**config.mk**
```make
export PLATFORM = sky130hd
export DESIGN_NAME = calc_eval_ctrl
export DESIGN_NICKNAME = d
export VERILOG_FILES = /design/src/rtl/calc_eval_ctrl.sv
export SDC_FILE = /design/constraint.sdc
export NUM_CORES = 1
export LEC_CHECK = 0
export ABC_AREA = 1
export CORE_AREA = 4 4 130 132
export CTS_CLUSTER_DIAMETER = 200
export CTS_CLUSTER_SIZE = 14
export DETAILED_ROUTE_END_ITERATION = 10
export DIE_AREA = 0 0 134 136
export PLACE_DENSITY = 0.76
export SKIP_LAST_GASP = 1
export SLEW_MARGIN = 20
export SYNTH_ARGS = -nofsm -noshare
export SYNTH_HDL_FRONTEND = slang
export SYNTH_SLANG_ARGS = --single-unit
```
**constraint.sdc**
```tcl
create_clock -name clk -period 4.62 [get_ports clk]
set_clock_uncertainty 0.1 [all_clocks]
set_input_delay 0.462 -clock clk [delete_from_list [all_inputs] [get_ports clk]]
set_output_delay 0.462 -clock clk [all_outputs]
set_load 0.01 [all_outputs]
```
**src/rtl/calc_eval_ctrl.sv**
```systemverilog
// calc_eval_ctrl: front-panel EVALUATE/CLEAR sequencer for the dmem calculator port; store strobe 1 cycle after the eval edge, result held 2 cycles after cpu_done.
// No backpressure: eval edges while busy are dropped, not queued; WAIT timeout exists only when CALC_TIMEOUT_EN is defined.
module calc_eval_ctrl #(
    parameter int DATA_W      = 32,
    parameter int OP_W        = 3,
    parameter int TIMEOUT_CYC = 4096
) (
    input  logic              clk,
    input  logic              reset_n,
    input  logic              eval_btn,
    input  logic              clear_btn,
    input  logic [DATA_W-1:0] sw_a,
    input  logic [DATA_W-1:0] sw_b,
    input  logic [OP_W-1:0]   sw_op,
    input  logic              cpu_done,
    input  logic [DATA_W-1:0] result_suma,
    input  logic [DATA_W-1:0] result_resta,
    input  logic [DATA_W-1:0] result_mult,
    input  logic [DATA_W-1:0] result_div,
    input  logic [DATA_W-1:0] result_pow,
    output logic              calc_store_en,
    output logic [DATA_W-1:0] calc_a,
    output logic [DATA_W-1:0] calc_b,
    output logic [OP_W-1:0]   calc_op,
    output logic              reset_en,
    output logic [DATA_W-1:0] disp_result,
    output logic              disp_valid,
    output logic              busy,
    output logic              err_div0,
    output logic              err_op,
    output logic              err_timeout
);

    typedef enum logic [2:0] {
        S_IDLE  = 3'd0,
        S_STORE = 3'd1,
        S_WAIT  = 3'd2,
        S_CAPT  = 3'd3,
        S_ERR   = 3'd4
    } state_t;

    if (TIMEOUT_CYC < 1 || TIMEOUT_CYC > (1 << 20)) begin : g_bad_timeout
        $error("calc_eval_ctrl: TIMEOUT_CYC must be in 1..2^20");
    end

    state_t            state, state_nxt;
    logic              eval_prev, clear_prev;
    logic              eval_edge, clear_edge;
    logic              op_bad, div_zero;
    logic              do_check, accept;
    logic              timeout_hit;
    logic [DATA_W-1:0] result_sel;

    assign eval_edge  = eval_btn & ~eval_prev;
    assign clear_edge = clear_btn & ~clear_prev;
    assign op_bad     = sw_op > OP_W'(4);
    assign div_zero   = (sw_op == OP_W'(3)) && (sw_b == '0);
    // ERR re-runs the operand checks directly, same as IDLE; clear always takes priority.
    assign do_check   = eval_edge && !clear_edge && (state == S_IDLE || state == S_ERR);
    assign accept     = do_check && !op_bad && !div_zero;

    assign calc_store_en = (state == S_STORE);
    assign busy          = (state == S_STORE) || (state == S_WAIT) || (state == S_CAPT);

`ifdef CALC_TIMEOUT_EN
    localparam int CNT_W = (TIMEOUT_CYC > 1) ? $clog2(TIMEOUT_CYC) : 1;
    logic [CNT_W-1:0] wait_cnt;

    assign timeout_hit = (state == S_WAIT) && !cpu_done &&
                         (wait_cnt == CNT_W'(TIMEOUT_CYC - 1));

    always_ff @(posedge clk or negedge reset_n) begin
        if (!reset_n) begin
            wait_cnt    <= '0;
            err_timeout <= 1'b0;
        end else begin
            if (state == S_STORE)
                wait_cnt <= '0;
            else if (state == S_WAIT)
                wait_cnt <= wait_cnt + CNT_W'(1);

            if (clear_edge || do_check)
                err_timeout <= 1'b0;
            else if (timeout_hit)
                err_timeout <= 1'b1;
        end
    end
`else
    assign timeout_hit = 1'b0;
    assign err_timeout = 1'b0;
`endif

    always_comb begin
        result_sel = '0;
        case (calc_op)
            OP_W'(0): result_sel = result_suma;
            OP_W'(1): result_sel = result_resta;
            OP_W'(2): result_sel = result_mult;
            OP_W'(3): result_sel = result_div;
            OP_W'(4): result_sel = result_pow;
            default:  result_sel = '0;
        endcase
    end

    always_comb begin
        state_nxt = state;
        if (clear_edge) begin
            state_nxt = S_IDLE;
        end else begin
            case (state)
                S_IDLE, S_ERR: begin
                    if (eval_edge)
                        state_nxt = (op_bad || div_zero) ? S_ERR : S_STORE;
                end
                S_STORE: state_nxt = S_WAIT;
                S_WAIT: begin
                    if (cpu_done)
                        state_nxt = S_CAPT;
                    else if (timeout_hit)
                        state_nxt = S_ERR;
                end
                S_CAPT:  state_nxt = S_IDLE;
                default: state_nxt = S_IDLE;
            endcase
        end
    end

    always_ff @(posedge clk or negedge reset_n) begin
        if (!reset_n) begin
            state      <= S_IDLE;
            eval_prev  <= 1'b0;
            clear_prev <= 1'b0;
        end else begin
            state      <= state_nxt;
            eval_prev  <= eval_btn;
            clear_prev <= clear_btn;
        end
    end

    // reset_en lands in the cycle after the clear edge, when the FSM is already
    // in IDLE, so it can never coincide with the STORE-cycle strobe.
    always_ff @(posedge clk or negedge reset_n) begin
        if (!reset_n) begin
            reset_en    <= 1'b0;
            calc_a      <= '0;
            calc_b      <= '0;
            calc_op     <= '0;
            disp_result <= '0;
            disp_valid  <= 1'b0;
            err_div0    <= 1'b0;
            err_op      <= 1'b0;
        end else begin
            reset_en <= clear_edge;
            if (clear_edge) begin
                calc_a      <= '0;
                calc_b      <= '0;
                calc_op     <= '0;
                disp_result <= '0;
                disp_valid  <= 1'b0;
                err_div0    <= 1'b0;
                err_op      <= 1'b0;
            end else begin
                if (do_check) begin
                    err_op     <= op_bad;
                    err_div0   <= !op_bad && div_zero;
                    disp_valid <= 1'b0;
                end
                if (accept) begin
                    calc_a  <= sw_a;
                    calc_b  <= sw_b;
                    calc_op <= sw_op;
                end
                if (state == S_CAPT) begin
                    disp_result <= result_sel;
                    disp_valid  <= 1'b1;
                end
            end
        end
    end

endmodule

```
## After elaboration in Yosys (flattened, before gate mapping)

Index checks and enable logic that the tools add are counted.

| storage, ports and cells | value |
|---|---|
| register bits after elaboration | 108 |

| cells by class | value |
|---|---|
| magnitude comparators | 1 |
| equality and inequality tests | 11 |
| muxes and demuxes | 21 |
| bitwise gates (word level) | 4 |
| reduce and logical (&&, ||, !) cells | 22 |

Operators by type and width:

| operator | number |
|---|---|
| $mux W32 | 6 |
| $pmux W32 S5 | 1 |
| $logic_not A32 Y1 | 1 |
| $mux W3 | 6 |
| $eq A3 B2 Y1 const B | 5 |
| $pmux W3 S3 | 1 |
| $mux W1 | 7 |
| $eq A3 B1 Y1 const B | 2 |
| $eq A3 B3 Y1 const B | 2 |
| $logic_and A1 B1 Y1 | 6 |
| $logic_not A3 Y1 | 2 |
| $ne A3 B3 Y1 const B | 2 |
| $reduce_bool A2 Y1 | 3 |
| $logic_or A1 B1 Y1 | 4 |
| $gt A3 B3 Y1 const B | 1 |
| $logic_not A1 Y1 | 3 |
| $reduce_bool A3 Y1 | 1 |
| $and A1 B1 Y1 | 2 |
| $not A1 Y1 | 2 |
| $reduce_and A2 Y1 | 1 |
| $reduce_or A2 Y1 | 1 |

## Longest topological paths before layout

Gate-level depths: netlist (run 1).

| logic depth | value |
|---|---|
| word-level depth | 9 |
| mapped depth | 11 |

## Worst setup path after synthesis (run 1)

OpenSTA, ideal clock, no wires.

| timing | value |
|---|---|
| path type | input-to-reg |
| from | input port clear_btn |
| to | register calc_a[10] |
| arrival time | 1.404 ns |
| required time | 4.402 ns |
| setup slack | 2.998 ns |
| cell stages on the path | 10 |
| buffers on the path | 3 |
| cell sequence | inv_1 > or2_1 > buf_2 > nand3_2 > nor2_2 > nand2_2 > buf_6 > buf_6 > nand3_1 > nand2_1 |

| on the way | value |
|---|---|
| longest elaborated chain between the ends | 7 |
| elaborated cells between the ends (all ways) | 8 |

Ends and longest elaborated chain:

| element | RTL line | source |
|---|---|---|
| from (decl) | 11 | `input logic clear_btn,` |
| $and A1 B1 Y1 * | 55 | `assign clear_edge = clear_btn & ~clear_prev;` |
| $logic_not A1 Y1 | 59 | `assign do_check = eval_edge && !clear_edge && (state == S_IDLE \|\| state == S_ERR);` |
| $logic_and A1 B1 Y1 (2 in a row) | 59 |  |
| $logic_and A1 B1 Y1 (2 in a row) | 60 | `assign accept = do_check && !op_bad && !div_zero;` |
| $reduce_bool A2 Y1 (no source line) | n/a |  |
| to (signal assigned) | 169 | `calc_a <= sw_a;` |
| to (decl) | 22 | `output logic [DATA_W-1:0] calc_a,` |

Every way passes the cells marked *; elsewhere a longest branch is shown, timed or not.
A chain may end at the register's enable or synchronous reset.

## Worst setup path in the final report (run 1)

| timing | value |
|---|---|
| from | register calc_op[2] |
| to | output port calc_op[2] |

RTL lines:

| element | RTL line | source |
|---|---|---|
| from (decl) | 24 | `output logic [OP_W-1:0] calc_op,` |
| from (signal assigned) | 171 | `calc_op <= sw_op;` |

No word-level cell between the ends.

==> impl_metrics.csv, run 1 <==
group,metric,value,unit
cells_and_area,design_area,9550,sq um
pwr,p_leak,4.50,nW
routing,detail_route.wl_per_cell,18.6,microns
yosys,synth.distinct_cells,23,
outcome,status,"finished, final reports clean",
pwr,p_per_area,356,nW/um^2
cts,post_cts_buffers,0,
sta,tightest_slew,1060,ps
hold_path,hp-class,"in -> async",
routing,viasPerCell,5.12,
die,die_area,18200,sq um
pwr,pwr-share-clk,22.5,%
place,io_buffer_count,336,
cts,cts-root-buf,"clkbuf_16",
die,fp.dieW,134,microns
cts,cts_sinks,108,
sta,final-hold-violation-count,0,
die,start_util,37.0,%
yosys,ys_warn_count,0,
global_route,grt_first_pass_wirelength,37000,microns
cts,cts_made_buffers,9,
sta,fin_setup_tns,0,ps
cts,htreeDepth,3,
pwr,seqPwrFrac,37.3,%
global_route,track_usage,26.0,%
cells_and_area,syn2layout_area_growth,64.0,%
sta,slew_viol_final,0,
cts,path_clk_slew,70,ps
die,ios,338,
cts,cts_buffer_depth,2,
yosys,ys_top_cells_by_area,"dfrtp_1 (46%), nand2_1 (19%), nand3_1 (17%)",
global_route,grt_pass1_vias,6644,
place,dp_cells,1303,
cells_and_area,final_cells,1321,
yosys,yosysTopAreaCell,"dfrtp_1",
routing,drt-pass1-iter-count,5,
yosys,synth.avg_cell_area,7.27,sq um
worst_setup_path,critPathArrivalTime,2260,ps
pwr,p_sw,0.00121,W
worst_setup_path,worst-path-max-fanout,21,
cells_and_area,finish.net_count,1330,
sta,fin_crit_sh,61.1,%
worst_setup_path,cp-end-kind,"primary output",
routing,drc,0,
die,core_area,15700,sq um
global_route,antenna_found_initial,4,
sta,hold_ws,50.5,ps
cts,hold_buffers,0,
cts,cts-resized-gates,0,
global_route,overflow,0,
place,globalplace.congestion,0.959,
routing,wirelength,24600,microns
pwr,ir_drop,0.203,mV
yosys,synth_cells,801,
yosys,synth_seq_cells,108,
yosys,syn_area,5820,sq um
yosys,synth_top_cell_area_share,46.4,%
pwr,swShare,35.6,%
sta,setup_violations,0,
die,rows,46,
sta,relSlewSlack,29.5,%
cells_and_area,final_util,60.8,%
sta,period_needed,2820,ps
yosys,synth-main-ff-cell,"dfrtp_1",
cts,insertion_delay,350,ps
place,place_area,9260,sq um
die,die_y,136,microns
yosys,syn-num-nets,1033,
sta,fmax,354,MHz
routing,ant_nets,0,
yosys,ys_seq_area_share,46.4,%
worst_setup_path,critPathKind,"reg -> out",
pwr,pwr-share-comb,40.1,%
cells_and_area,drive_gt1_share,4.17,%
routing,drtIter0Drc,435,
worst_setup_path,cp-start-kind,"flop",
sta,rsz0062_at_grt,"false",
global_route,grt_start_max_net_pins,104,
run,cap_violations,0,
worst_setup_path,crit_required,4060,ps
yosys,synth-edff-count,0,
routing,via_count,6759,
cts,cts_tree,"yes",
place,place_hpwl,18000,microns
yosys,synth-async-reset-ratio,100,%
pwr,intPower,0.00219,W
## metal layers
metal	global-route usage, %	part of all wire, %	vias to the layer above
met5	0	0.073	-
met1	31.1	38	3144
met3	8.55	10	41
met2	43.5	49	319
li1	-	-	3253
met4	10.1	3.0	2
## stage by stage
step           power [W]  worst slack [ps]
6_report         0.00340              1800
5_1_grt          0.00360              1660
4_1_cts          0.00343              1750
3_5_place_dp     0.00266              1580
3_3_place_gp     0.00264              1630
2_1_floorplan    0.00185              3000
## state kept, by name, summed over array words and instances (netlist names), 3 cells and up
name,flops
calc_a,32
calc_op,3
calc_b,32
state,3
disp_result,32
## cells in the mapped netlist (2+ instances only)
master      n
a21oi_1     2
buf_1      11
buf_2      29
buf_4       5
buf_6       4
clkbuf_1   14
dfrtp_1   108
inv_1      11
inv_2       3
nand2_1   287
nand2_2     2
nand3_1   201
nand4_1    33
nor2_1     42
nor2_2      4
o21ai_0     7
o21ai_1    32
## worst max-delay path: stages, from the launching register on
cell	delay, ps
dfrtp_1	880
buf_4	420
clkdlybuf4s50_1	600
## power by group through the flow
stage	clock, W	combinational, W	sequential (W)
5_1_grt	0.000823	0.00148	0.00130
3_5_place_dp	0	0.00137	0.00128
4_1_cts	0.000781	0.00138	0.00127
2_1_floorplan	0	0.000505	0.00134
3_3_place_gp	0	0.00135	0.00128
6_report	0.000765	0.00136	0.00127
## cell families (layout without fill, tap and decap cells)
kind of cell,after synthesis,after routing,share of synthesized area (%)
AOI/OAI and AO/OA,42,42,3.74
DFF,108,108,46.4
buffers and inverters,77,378,6.43
other,1,4,0.0644
and+or+nand+nor,573,573,43.3
## worst paths after layout
| check | from | end | slack (ps) | depth (start not counted) |
|---|---|---|---|---|
| hold reg to reg | disp_result[22]$_DFFE_PN0P_ | disp_result[22]$_DFFE_PN0P_ | 380 | 2 |
| min in group clk | disp_result[22]$_DFFE_PN0P_ | disp_result[22]$_DFFE_PN0P_ | 380 | 2 |
| setup reg to reg | calc_op[1]$_DFFE_PN0P_ | disp_result[10]$_DFFE_PN0P_ | 1960 | 8 |
| hold / removal | reset_n | disp_result[7]$_DFFE_PN0P_ | 50 | 1 |
| max in group asynchronous | reset_n | calc_op[0]$_DFFE_PN0P_ | 3410 | 2 |
| setup / recovery | calc_op[2]$_DFFE_PN0P_ | calc_op[2] | 1800 | 2 |
## placed cells by master, fill, tap and decap left out
| cell type | n |
|---|---|
| clkdlybuf4s50_1 | 335 |
| nand2_1 | 287 |
| nand3_1 | 201 |
| dfrtp_1 | 108 |
| nor2_1 | 39 |
| nand4_1 | 33 |
| o21ai_1 | 32 |
| buf_4 | 13 |
| inv_1 | 11 |
| clkbuf_16 | 9 |
| o21ai_0 | 7 |
| nor2_2 | 6 |
| inv_6 | 4 |
| diode_2 | 3 |
| inv_2 | 3 |
| nand2_2 | 2 |
| nor2_4 | 2 |
| a21oi_1 | 2 |
| or2_4 | 1 |
| nand3_2 | 1 |
| nor3_4 | 1 |
| a211oi_4 | 1 |
| conb_1 | 1 |
| clkinv_4 | 1 |
| inv_8 | 1 |
| buf_6 | 1 |
## layout make-up
type	instances	area, sq um
flip-flops and latches	108	2700
repair buffers	349	3460
multi-input cells	616	2770
fillers	1433	6160
inverters	14	52.6
clock buffers	9	225
clock inverters	6	55.1
diodes	3	7.51
well taps	216	270
(Power assumes the default switching activity.)
==> run 2: changes to the inputs <==
--- a/config.mk
+++ b/config.mk
@@ -6,12 +6,12 @@
 export NUM_CORES = 1
 export LEC_CHECK = 0
 export ABC_AREA = 1
-export CORE_AREA = 4 4 130 132
+export CORE_MARGIN = 4
+export CORE_UTILIZATION = 35
 export CTS_CLUSTER_DIAMETER = 200
 export CTS_CLUSTER_SIZE = 14
 export DETAILED_ROUTE_END_ITERATION = 10
-export DIE_AREA = 0 0 134 136
-export PLACE_DENSITY = 0.76
+export PLACE_DENSITY = 0.75
 export SKIP_LAST_GASP = 1
 export SLEW_MARGIN = 20
 export SYNTH_ARGS = -nofsm -noshare
==> constraint.sdc (replaced) <==
create_clock -name clk -period 2.4 [get_ports clk]
set_clock_uncertainty 0.1 [all_clocks]
set_input_delay 0.24 -clock clk [delete_from_list [all_inputs] [get_ports clk]]
set_output_delay 0.24 -clock clk [all_outputs]
set_load 0.01 [all_outputs]
==> run 2 against run 1 <==
Against the previous run:
- power is 98% higher
- highest routed layer is now met4
- critical endpoint is now calc_op[1]
- core utilization decreased by 0.54 points
- flip-flop and latch count stayed put
- sequential power increased by 91%
==> impl_metrics.csv, run 2 (synthesis gave the netlist of run 1 again) <==
group,metric,value,unit
cells_and_area,final_cell_mix,"clkdlybuf4s50_1 (335), nand2_1 (287), nand3_1 (201), dfrtp_1 (107), nor2_1 (39)",
worst_setup_path,cp-end-kind,"primary output",
cts,cts_made_buffers,9,
cells_and_area,multi_input_area,2770,sq um
worst_setup_path,critical-path-slowest-cell,"clkdlybuf4s50_1",
global_route,overflow,0,
die,start_util,36.1,%
routing,drt-pass1-iter-count,5,
run,cap_violations,0,
cells_and_area,finish.net_count,1339,
cts,cts_buffer_depth,2,
sta,setup_violations,0,
worst_setup_path,worstPathCellList,"buf_4 -> clkdlybuf4s50_1",
cells_and_area,top_regs,"calc_a x32, calc_b x32, disp_result x32",
place,globalplace.congestion,0.877,
global_route,grt_first_pass_wirelength,35600,microns
sta,fmax,463,MHz
cells_and_area,final_cells,1330,
cells_and_area,seqCellArea,2700,sq um
cells_and_area,final_common_cell,"clkdlybuf4s50_1",
die,rows,46,
global_route,grt_pass1_vias,6606,
routing,ant_nets,0,
cells_and_area,drive_gt1_share,4.95,%
routing,viasPerCell,5.08,
routing,drc,0,
place,place_hpwl,17600,microns
place,dp_cells,1311,
sta,period_needed,2160,ps
outcome,status,"finished, final reports clean",
sta,slew_viol_final,0,
sta,fin_setup_tns,0,ps
routing,drtIter0Drc,331,
place,io_buffer_count,336,
global_route,grt_start_max_net_pins,100,
worst_setup_path,crit_buf_inv,2,
cts,cts_tree,"yes",
hold_path,hp-class,"in -> async",
worst_setup_path,critPathKind,"reg -> out",
die,fp.dieW,137,microns
sta,final-hold-violation-count,0,
sta,fin_crit_sh,90.0,%
routing,via_count,6763,
die,die_y,137,microns
worst_setup_path,slowest_delay,600,ps
worst_setup_path,worst-path-max-fanout,23,
die,core_area,16100,sq um
cts,cts_sinks,108,
worst_setup_path,cp-start-kind,"flop",
global_route,track_usage,24.4,%
cts,insertion_delay,350,ps
sta,rsz0062_at_grt,"false",
worst_setup_path,crit_required,2060,ps
routing,detail_route.wl_per_cell,18.0,microns
cts,htreeDepth,3,
worst_setup_path,critPathArrivalTime,1820,ps
cells_and_area,fill_cells,1499,
cts,post_cts_buffers,0,
cts,path_clk_slew,80,ps
global_route,antenna_found_initial,2,
routing,wirelength,24000,microns
pwr,p_per_area,694,nW/um^2
cts,cts-root-buf,"clkbuf_16",
pwr,p_leak,4.58,nW
worst_setup_path,cp_top_family,"buffers and inverters",
pwr,ir_drop,0.359,mV
die,ios,338,
die,die_area,18800,sq um
cells_and_area,syn2layout_area_growth,66.7,%
==> run 2: power by group <==
| group | switching [W] | internal, W |
|---|---|---|
| Combinational | 0.00131 | 0.00134 |
| Sequential | 0.000245 | 0.00218 |
| Clock | 0.000726 | 0.000930 |
| Total | 0.00228 | 0.00445 |
==> run 2: what timing repair did <==
item,4_1_cts,5_1_grt
hold buffers,1,0
resized for setup,0,0
endpoints found under the hold margin,17,0
==> run 2: final timing paths <==
| kind | from | to | slack (ps) | depth (start not counted) |
|---|---|---|---|---|
| hold / removal | reset_n | disp_result[0]$_DFFE_PN0P_ | 210 | 2 |
| min in group clk | clear_btn | clear_prev$_DFF_PN0_ | 250 | 1 |
| setup / recovery | calc_op[1]$_DFFE_PN0P_ | calc_op[1] | 240 | 2 |
| hold reg to reg | disp_result[8]$_DFFE_PN0P_ | disp_result[8]$_DFFE_PN0P_ | 380 | 2 |
| setup reg to reg | calc_op[1]$_DFFE_PN0P_ | disp_result[31]$_DFFE_PN0P_ | 500 | 8 |
| max in group asynchronous | reset_n | calc_a[20]$_DFFE_PN0P_ | 1310 | 3 |
==> run 2: through the flow <==
stage,area (sq um),hold slack (ps),total power [W],utilization (%),worst slack (ps)
2_1_floorplan,5820,-156,0.00355,-,849
3_3_place_gp,9370,41.7,0.00510,58.1,427
3_5_place_dp,9370,42.4,0.00513,58.1,378
4_1_cts,9700,208,0.00680,60.2,212
5_1_grt,9710,224,0.00713,60.2,141
6_report,9710,210,0.00674,60.2,240
==> run 2: layout make-up <==
cell class                 instances  area share [%]
timing repair buffer             358            36.9
sequential                       108            27.9
multi-input combinational        616            28.6
antenna                            2          0.0516
inverter                          14           0.541
clock buffer                      10            2.36
tap                              216            2.78
clock inverter                     6           0.967
==> run 2: routing by layer <==
metal  part of all wire [%]  global-route usage, %  vias to the layer above
met3                     11                   7.83                       46
li1                       -                      -                     3267
met2                     48                   40.4                      300
met4                    3.4                   10.7                        0
met1                     38                   29.1                     3150
met5                      0                      0                        -
